[src/rtl/pipe_scoreboard_if.sv]
// rtl/pipe_scoreboard_if.sv - issue/hazard bundle between ID stage and pipe_scoreboard
interface pipe_scoreboard_if #(
  parameter int DEPTH = 3,
  parameter int NREG  = 16
);
  localparam int RW = $clog2(NREG);
  localparam int SW = $clog2(DEPTH + 1);

  logic          issue_valid;
  logic          issue_wr;
  logic          issue_load;
  logic [RW-1:0] issue_dst;
  logic          src1_valid;
  logic          src2_valid;
  logic [RW-1:0] src1;
  logic [RW-1:0] src2;
  logic          flush;
  logic          stall;
  logic [SW-1:0] fwd_sel1;
  logic [SW-1:0] fwd_sel2;
  logic [SW-1:0] busy_cnt;

  modport master (
    output issue_valid, issue_wr, issue_load, issue_dst,
    output src1_valid, src2_valid, src1, src2, flush,
    input  stall, fwd_sel1, fwd_sel2, busy_cnt
  );

  modport slave (
    input  issue_valid, issue_wr, issue_load, issue_dst,
    input  src1_valid, src2_valid, src1, src2, flush,
    output stall, fwd_sel1, fwd_sel2, busy_cnt
  );
endinterface

[src/rtl/pipe_scoreboard.sv]
// rtl/pipe_scoreboard.sv - in-order pipeline hazard scoreboard; SCOREBOARD_FWD_EN selects the forwarding build
module pipe_scoreboard #(
  parameter int DEPTH     = 3,
  parameter int NREG      = 16,
  parameter int LOAD_SLOT = 2
) (
  input logic              clk,
  input logic              rst,
  pipe_scoreboard_if.slave sb
);
  localparam int RW = $clog2(NREG);
  localparam int SW = $clog2(DEPTH + 1);

  if (DEPTH < 2 || LOAD_SLOT < 1 || LOAD_SLOT > DEPTH - 1 || NREG < 2) begin : g_param_err
    $fatal(1, "pipe_scoreboard: illegal DEPTH/LOAD_SLOT/NREG");
  end

  // Slot k holds the writer that is k+1 stages past issue; slot 0 is EXE, slot DEPTH-1 is WB.
  logic [DEPTH-1:0] valid_q, valid_d;
  logic [RW-1:0]    dst_q [DEPTH];
  logic [RW-1:0]    dst_d [DEPTH];
  logic [SW-1:0]    busy_cnt_q, busy_cnt_d;
  logic             haz1, haz2;
  logic             stall;
  logic             accept;

`ifdef SCOREBOARD_FWD_EN
  logic [DEPTH-1:0] load_q, load_d;
  logic [SW-1:0]    sel1, sel2;
  logic [SW-1:0]    fwd_sel1_q, fwd_sel1_d;
  logic [SW-1:0]    fwd_sel2_q, fwd_sel2_d;
`else
  logic             unused_load;
  assign unused_load = sb.issue_load;
`endif

  // Source lookup: scan oldest to youngest so the youngest matching slot overrides older ones
  always_comb begin
    haz1 = 1'b0;
    haz2 = 1'b0;
`ifdef SCOREBOARD_FWD_EN
    sel1 = '0;
    sel2 = '0;
`endif
    for (int k = DEPTH - 1; k >= 0; k--) begin
      if (sb.src1_valid && valid_q[k] && (dst_q[k] == sb.src1)) begin
`ifdef SCOREBOARD_FWD_EN
        // A load only has data from LOAD_SLOT on; the consumer reaches EXE when the producer is at k+1.
        haz1 = load_q[k] && (k + 1 < LOAD_SLOT);
        sel1 = (k <= DEPTH - 2) ? SW'(k + 1) : '0;
`else
        // The WB slot writes the register file before it is read, so only earlier slots block.
        haz1 = (k <= DEPTH - 2);
`endif
      end
      if (sb.src2_valid && valid_q[k] && (dst_q[k] == sb.src2)) begin
`ifdef SCOREBOARD_FWD_EN
        haz2 = load_q[k] && (k + 1 < LOAD_SLOT);
        sel2 = (k <= DEPTH - 2) ? SW'(k + 1) : '0;
`else
        haz2 = (k <= DEPTH - 2);
`endif
      end
    end
  end

  // Flush overrides any hazard; slots are empty in reset, the rst term just makes that explicit.
  assign stall  = rst & sb.issue_valid & ~sb.flush & (haz1 | haz2);
  assign accept = sb.issue_valid & ~stall & ~sb.flush;

  // Next slot contents: the shift never stops, slot 0 takes an accepted writer or a bubble
  always_comb begin
    valid_d  = {valid_q[DEPTH-2:0], accept & sb.issue_wr};
    dst_d[0] = sb.issue_dst;
    for (int k = 1; k < DEPTH; k++) begin
      dst_d[k] = dst_q[k-1];
    end
    busy_cnt_d = '0;
    for (int k = 0; k < DEPTH; k++) begin
      busy_cnt_d = busy_cnt_d + SW'(valid_d[k]);
    end
`ifdef SCOREBOARD_FWD_EN
    load_d     = {load_q[DEPTH-2:0], sb.issue_load};
    fwd_sel1_d = accept ? sel1 : '0;
    fwd_sel2_d = accept ? sel2 : '0;
`endif
  end

  // Slot pipeline and registered outputs
  always_ff @(posedge clk or negedge rst) begin
    if (!rst) begin
      valid_q    <= '0;
      busy_cnt_q <= '0;
      for (int k = 0; k < DEPTH; k++) begin
        dst_q[k] <= '0;
      end
`ifdef SCOREBOARD_FWD_EN
      load_q     <= '0;
      fwd_sel1_q <= '0;
      fwd_sel2_q <= '0;
`endif
    end else begin
      valid_q    <= valid_d;
      busy_cnt_q <= busy_cnt_d;
      for (int k = 0; k < DEPTH; k++) begin
        dst_q[k] <= dst_d[k];
      end
`ifdef SCOREBOARD_FWD_EN
      load_q     <= load_d;
      fwd_sel1_q <= fwd_sel1_d;
      fwd_sel2_q <= fwd_sel2_d;
`endif
    end
  end

  assign sb.stall    = stall;
  assign sb.busy_cnt = busy_cnt_q;
`ifdef SCOREBOARD_FWD_EN
  assign sb.fwd_sel1 = fwd_sel1_q;
  assign sb.fwd_sel2 = fwd_sel2_q;
`else
  assign sb.fwd_sel1 = '0;
  assign sb.fwd_sel2 = '0;
`endif
endmodule

[src/flat_wrapper.sv]
// flat-port wrapper written by rule: the top's interface ports become plain ports
module pipe_scoreboard_flat 
#(
  parameter int DEPTH     = 3,
  parameter int NREG      = 16,
  parameter int LOAD_SLOT = 2
)
  (clk, rst, sb_issue_valid, sb_issue_wr, sb_issue_load, sb_issue_dst, sb_src1_valid, sb_src2_valid, sb_src1, sb_src2, sb_flush, sb_stall, sb_fwd_sel1, sb_fwd_sel2, sb_busy_cnt);
  pipe_scoreboard_if #(.DEPTH(DEPTH), .NREG(NREG)) sb_i ();
  input logic clk;
  input logic rst;
  input wire logic [$bits(sb_i.issue_valid)-1:0] sb_issue_valid;
  input wire logic [$bits(sb_i.issue_wr)-1:0] sb_issue_wr;
  input wire logic [$bits(sb_i.issue_load)-1:0] sb_issue_load;
  input wire logic [$bits(sb_i.issue_dst)-1:0] sb_issue_dst;
  input wire logic [$bits(sb_i.src1_valid)-1:0] sb_src1_valid;
  input wire logic [$bits(sb_i.src2_valid)-1:0] sb_src2_valid;
  input wire logic [$bits(sb_i.src1)-1:0] sb_src1;
  input wire logic [$bits(sb_i.src2)-1:0] sb_src2;
  input wire logic [$bits(sb_i.flush)-1:0] sb_flush;
  output wire logic [$bits(sb_i.stall)-1:0] sb_stall;
  output wire logic [$bits(sb_i.fwd_sel1)-1:0] sb_fwd_sel1;
  output wire logic [$bits(sb_i.fwd_sel2)-1:0] sb_fwd_sel2;
  output wire logic [$bits(sb_i.busy_cnt)-1:0] sb_busy_cnt;
  assign sb_i.issue_valid = sb_issue_valid;
  assign sb_i.issue_wr = sb_issue_wr;
  assign sb_i.issue_load = sb_issue_load;
  assign sb_i.issue_dst = sb_issue_dst;
  assign sb_i.src1_valid = sb_src1_valid;
  assign sb_i.src2_valid = sb_src2_valid;
  assign sb_i.src1 = sb_src1;
  assign sb_i.src2 = sb_src2;
  assign sb_i.flush = sb_flush;
  assign sb_stall = sb_i.stall;
  assign sb_fwd_sel1 = sb_i.fwd_sel1;
  assign sb_fwd_sel2 = sb_i.fwd_sel2;
  assign sb_busy_cnt = sb_i.busy_cnt;
  pipe_scoreboard #(.DEPTH(DEPTH), .NREG(NREG), .LOAD_SLOT(LOAD_SLOT)) u_core (.clk(clk), .rst(rst), .sb(sb_i));
endmodule
[config.mk]
export PLATFORM = sky130hd
export DESIGN_NAME = pipe_scoreboard_flat
export DESIGN_NICKNAME = d
export VERILOG_FILES = /design/src/rtl/pipe_scoreboard_if.sv /design/src/rtl/pipe_scoreboard.sv /design/src/flat_wrapper.sv
export SDC_FILE = /design/constraint.sdc
export NUM_CORES = 1
export LEC_CHECK = 0
export BUFFER_PORTS_ARGS = -buffer_cell sky130_fd_sc_hd__buf_2
export CORE_AREA = 2 2 39 41
export CTS_BUF_LIST = sky130_fd_sc_hd__clkbuf_8
export CTS_CLUSTER_DIAMETER = 40
export DETAILED_ROUTE_END_ITERATION = 12
export DIE_AREA = 0 0 41 43
export PLACE_DENSITY = 0.72
export SYNTH_ARGS = -nofsm -noshare
export SYNTH_HDL_FRONTEND = slang
export SYNTH_SLANG_ARGS = --single-unit
[constraint.sdc]
create_clock -name clk -period 2.3 [get_ports clk]
set_input_delay 0.115 -clock clk [delete_from_list [all_inputs] [get_ports clk]]
set_output_delay 0.115 -clock clk [all_outputs]
set_load 0.01 [all_outputs]
### Word level (Yosys, flattened, before mapping)

Index checks and enable logic that the tools add are counted.

* logic and storage cells: 31
* register bits: 12
* ROM bits: 0
* bits in latches: 0
* memory bits (writable): 0
* memories: 0

* divide/modulo/power cells: 0
* add/sub/neg operators: 2
* mux-type cells: 4
* equal/unequal tests: 4
* shift operators: 0
* magnitude comparators: 0
* reduce and logical (&&, ||, !) cells: 8
* bitwise logic cells: 9
* multiply operators: 0

Operators by type and width (number)
* $eq A4 B4 Y1: 4
* $logic_and A1 B1 Y1: 8
* $and A1 B1 Y1: 6
* $mux W1: 4
* $add A1 B1 Y2: 1
* $add A2 B1 Y2: 1
* $not A1 Y1: 2
* $or A1 B1 Y1: 1

### Depth between registers and ports, before layout

* depth in word-level cells: 12
* mapped depth: 6
* mapped depth without buffers: 6

### Worst setup path before layout

OpenSTA, ideal clock, no wires.

* kind: register to register
* from: register u_core.dst_q, in the netlist u_core.dst_d[6]
* to: register u_core.busy_cnt_q[0] (netlist: u_core.sb.busy_cnt[0])
* setup slack: 0.491 ns
* stages on the path, launching flop included: 7
* buffers on the path: 0
* arrival: 1.673 ns
* period minus slack after synthesis: 1.809 ns
* cell sequence: dfrtp_1 > xnor2_1 > nand3_1 > nor4_1 > o41ai_1 > and4b_1 > fa_1

* longest elaborated chain between the ends: 11
* elaborated cells between the ends (all ways): 14
* classes of those cells: add/sub: 2; eq/ne: 2; mux: 2; bitwise: 6; reduce/logical: 2

Ends and longest elaborated chain
* start: declaration: RTL line pipe_scoreboard.sv:20 `logic [RW-1:0] dst_q [DEPTH];`
* start signal: indexed assignment: RTL line pipe_scoreboard.sv:106 `dst_q[k] <= dst_d[k];`
* $eq A4 B4 Y1, on equally long branches: RTL line pipe_scoreboard.sv:46, pipe_scoreboard.sv:56
* $logic_and A1 B1 Y1, on equally long branches: RTL line pipe_scoreboard.sv:46, pipe_scoreboard.sv:56
* $mux W1, on equally long branches: RTL line pipe_scoreboard.sv:46, pipe_scoreboard.sv:56
* $or A1 B1 Y1 (*): RTL line pipe_scoreboard.sv:68 `assign stall = rst & sb.issue_valid & ~sb.flush & (haz1 | haz2);`
* $and A1 B1 Y1 (*): RTL line pipe_scoreboard.sv:68
* $not A1 Y1 (*): RTL line pipe_scoreboard.sv:69 `assign accept = sb.issue_valid & ~stall & ~sb.flush;`
* $and A1 B1 Y1 (*) (2 in a row): RTL line pipe_scoreboard.sv:69
* $and A1 B1 Y1 (*): RTL line pipe_scoreboard.sv:73 `valid_d = {valid_q[DEPTH-2:0], accept & sb.issue_wr};`
* named net u_core.valid_d[0]: RTL line pipe_scoreboard.sv:19 `logic [DEPTH-1:0] valid_q, valid_d;`
* $add A1 B1 Y2 (*): RTL line pipe_scoreboard.sv:80 `busy_cnt_d = busy_cnt_d + SW'(valid_d[k]);`
* $add A2 B1 Y2 (*): RTL line pipe_scoreboard.sv:80
* named net u_core.busy_cnt_d[0]: RTL line pipe_scoreboard.sv:22 `logic [SW-1:0] busy_cnt_q, busy_cnt_d;`
* end signal: assignment: RTL line pipe_scoreboard.sv:104 `busy_cnt_q <= busy_cnt_d;`
* end: declaration: RTL line pipe_scoreboard.sv:22

The timed path passes the listed nets; every way through them passes the cells marked *.

### Worst setup path in the final report

Same ends and word-level chain as after synthesis.

==> flow_summary.yaml <==
detailed_routing:
  first_pass_iters: 4
  drc: 0
  ant_nets: 0
  drt_iter0_markers: 2
  via_per_inst: 4.61
  wirelength_um: 1050
  drt-wirelength-per-cell_um: 11.8
  vias: 410
floorplanning:
  num_io_pins: 27
  die_y_um: 43
  coreArea_um2: 1380
  row_count: 14
  initial_utilization: 0.409
  die-area_um2: 1760
  die_x_um: 41
timing:
  min_period_over_period: 0.893
  final-hold-violation-count: 0
  final_max_slew_viol_count: 0
  min_period_ns: 2.05
  setup_tns_ns: 0
  timing.fmax_ghz: 0.487
  final.setup_skew_ns: 0.00213
  rsz0062_at_grt: "no"
  setup_viol: 0
  holdWs_ns: 0.221
setup_path:
  cp-end-kind: "flip-flop"
  crit_arrival_ns: 2.16
  critPathLaunch: "u_core.dst_d[6]$_DFF_PN0_"
  startpoint_type: "flip-flop"
  reg2reg_depth: 6
  worstReg2RegStart: "u_core.dst_d[6]$_DFF_PN0_"
  reg2reg_to: "u_core.sb.busy_cnt[0]$_DFF_PN0_"
  cp.required_ns: 2.40
  crit_fanout: 3
  crit_type: "reg -> reg"
  regToRegSetupSlack_ns: 0.25
yosys:
  ys_warn_count: 0
  synth_common_cells: "12 x dfrtp_1, 12 x xor2_1"
  synthArstFlopShare: 1.00
  syn_area_um2: 566
  synth_edf_count: 0
  seq_area_frac_synth: 0.531
  synth_area_leader_cell: "dfrtp_1"
  synthTopCellsByArea: "dfrtp_1 53%, xor2_1 19%, xnor2_1 6.2%"
  synthFlopType: "dfrtp_1"
  ys_types: 11
  synth-seq-cells: 12
  yosysTopAreaCellShare: 0.531
  syn-instance-count: 45
  syn_area_per_cell_um2: 12.6
grt:
  globalRouteOverflowTotal: 0
  met1_usage: 0.162
  grt.busiest_layer: "met2"
  grt.met3_usage: 0.0471
  grt_max_degree: 14
  grt_util_all_layers: 0.150
  grt_first_pass_wirelength_um: 1640
  antenna_found_initial: 0
  grt_pass1_vias: 420
  gr-usage-met2: 0.234
cells_and_area:
  drive_above_1_share: 0.329
  syn2layout_area_growth_pct: 35.0
  design_area_um2: 763
  antennaDiodeCount: 0
  nets: 96
worst_hold_path:
  hold_path_depth: 2
  worstHoldStart: "sb_issue_wr"
  min_to: "u_core.valid_q[0]$_DFF_PN0_"
  hold_path.class: "in -> reg"
pwr:
  power_leakage_nw: 0.369
  peakVddDrop_mv: 0.389
  powerDensity_nw_per_um2: 627
clock_tree:
  h-tree-depth: 1
  cts.sinks: 12
  cts_root_buf: "clkbuf_8"
  cts_buffer_depth: 2
  cts_buffers: 3
  clkTransAtPathRegs_ns: 0.05
  cts_resized: 0
  clk_latency_ns: 0.24
  cts_tree: "yes"
outcome:
  status: "finished, final reports clean"
job:
  cap_violations: 0
place:
  placed_cell_area_um2: 672
  portBuffers: 21
  dpl.hpwl_um: 780
  gp_congestion: 0.835
[what timing repair did]
item,CTS,global route
hold buffers,5,0
buffers inserted,0,0
hold endpoints to repair,16,0
[worst max path at each step]
stage,to,slack (ns)
after global routing,u_core.sb.busy_cnt[0]$_DFF_PN0_,0.11
final,u_core.sb.busy_cnt[0]$_DFF_PN0_,0.25
after detailed placement,u_core.sb.busy_cnt[0]$_DFF_PN0_,0.26
after CTS,u_core.sb.busy_cnt[0]$_DFF_PN0_,0.25
after floorplan,u_core.sb.busy_cnt[0]$_DFF_PN0_,0.49
after global placement,u_core.sb.busy_cnt[0]$_DFF_PN0_,0.32
[layout make-up]
type	count	area, um2
clock buffer	3	41.3
fill	128	621
multi-input combinational	32	246
sequential	12	300
tap	16	20.0
timing repair buffer	26	155
[flip-flops by register name, indices dropped and copies added, names as in the netlist]
signal and cells:
u_core.dst_d 8, u_core.sb.busy_cnt 2, u_core.valid_q 2
[critical path, cell delays in order, from the launching register on]
cell     delay [ns]
dfrtp_1        0.41
xnor2_1        0.14
nand3_1        0.09
nor4_1         0.05
o41ai_1        0.50
and4b_1        0.32
fa_1           0.41
[cell usage in the layout (no fill, tap or decap)]
master | Yosys | layout
xnor2_1 | 4 | 4
xor2_1 | 12 | 12
dlygate4sd3_1 | 0 | 5
nand3_1 | 4 | 4
dfrtp_1 | 12 | 12
nor3b_1 | 1 | 1
conb_1 | 1 | 4
buf_2 | 0 | 21
fa_1 | 1 | 1
and4b_1 | 1 | 1
nor4_1 | 4 | 4
o41ai_1 | 1 | 1
clkbuf_8 | 0 | 3
[power by group]
group          total, mW  internal (mW)  switching (mW)
clock              0.183          0.115          0.0687
combinational     0.0629         0.0334          0.0295
sequential         0.232          0.223         0.00944
total              0.478          0.371           0.108
[stage by stage]
stage | cells | utilization | worst slack (ns) | power (mW)
floorplan | 48 | - | 0.491 | 0.265
global placement | 81 | 0.486 | 0.319 | 0.291
finish | 89 | 0.552 | 0.247 | 0.479
global route | 89 | 0.552 | 0.113 | 0.504
detailed placement | 81 | 0.486 | 0.261 | 0.292
CTS | 89 | 0.552 | 0.251 | 0.487
[cell families after synthesis]
group	Yosys count	share of synthesized area
compound gates	1	0.0155
xor+xnor	16	0.248
fa+ha+maj	1	0.0354
buf+inv	4	0.0531
flops	12	0.531
other cells	1	0.00663
simple gates	10	0.111
[per-layer routing]
metal | share of wire | wire [um]
met5 | 0 | 0
met1 | 0.40 | 415
met4 | 0 | 0
met3 | 0.052 | 55
met2 | 0.55 | 577
Power figures use the tool's default switching activity.
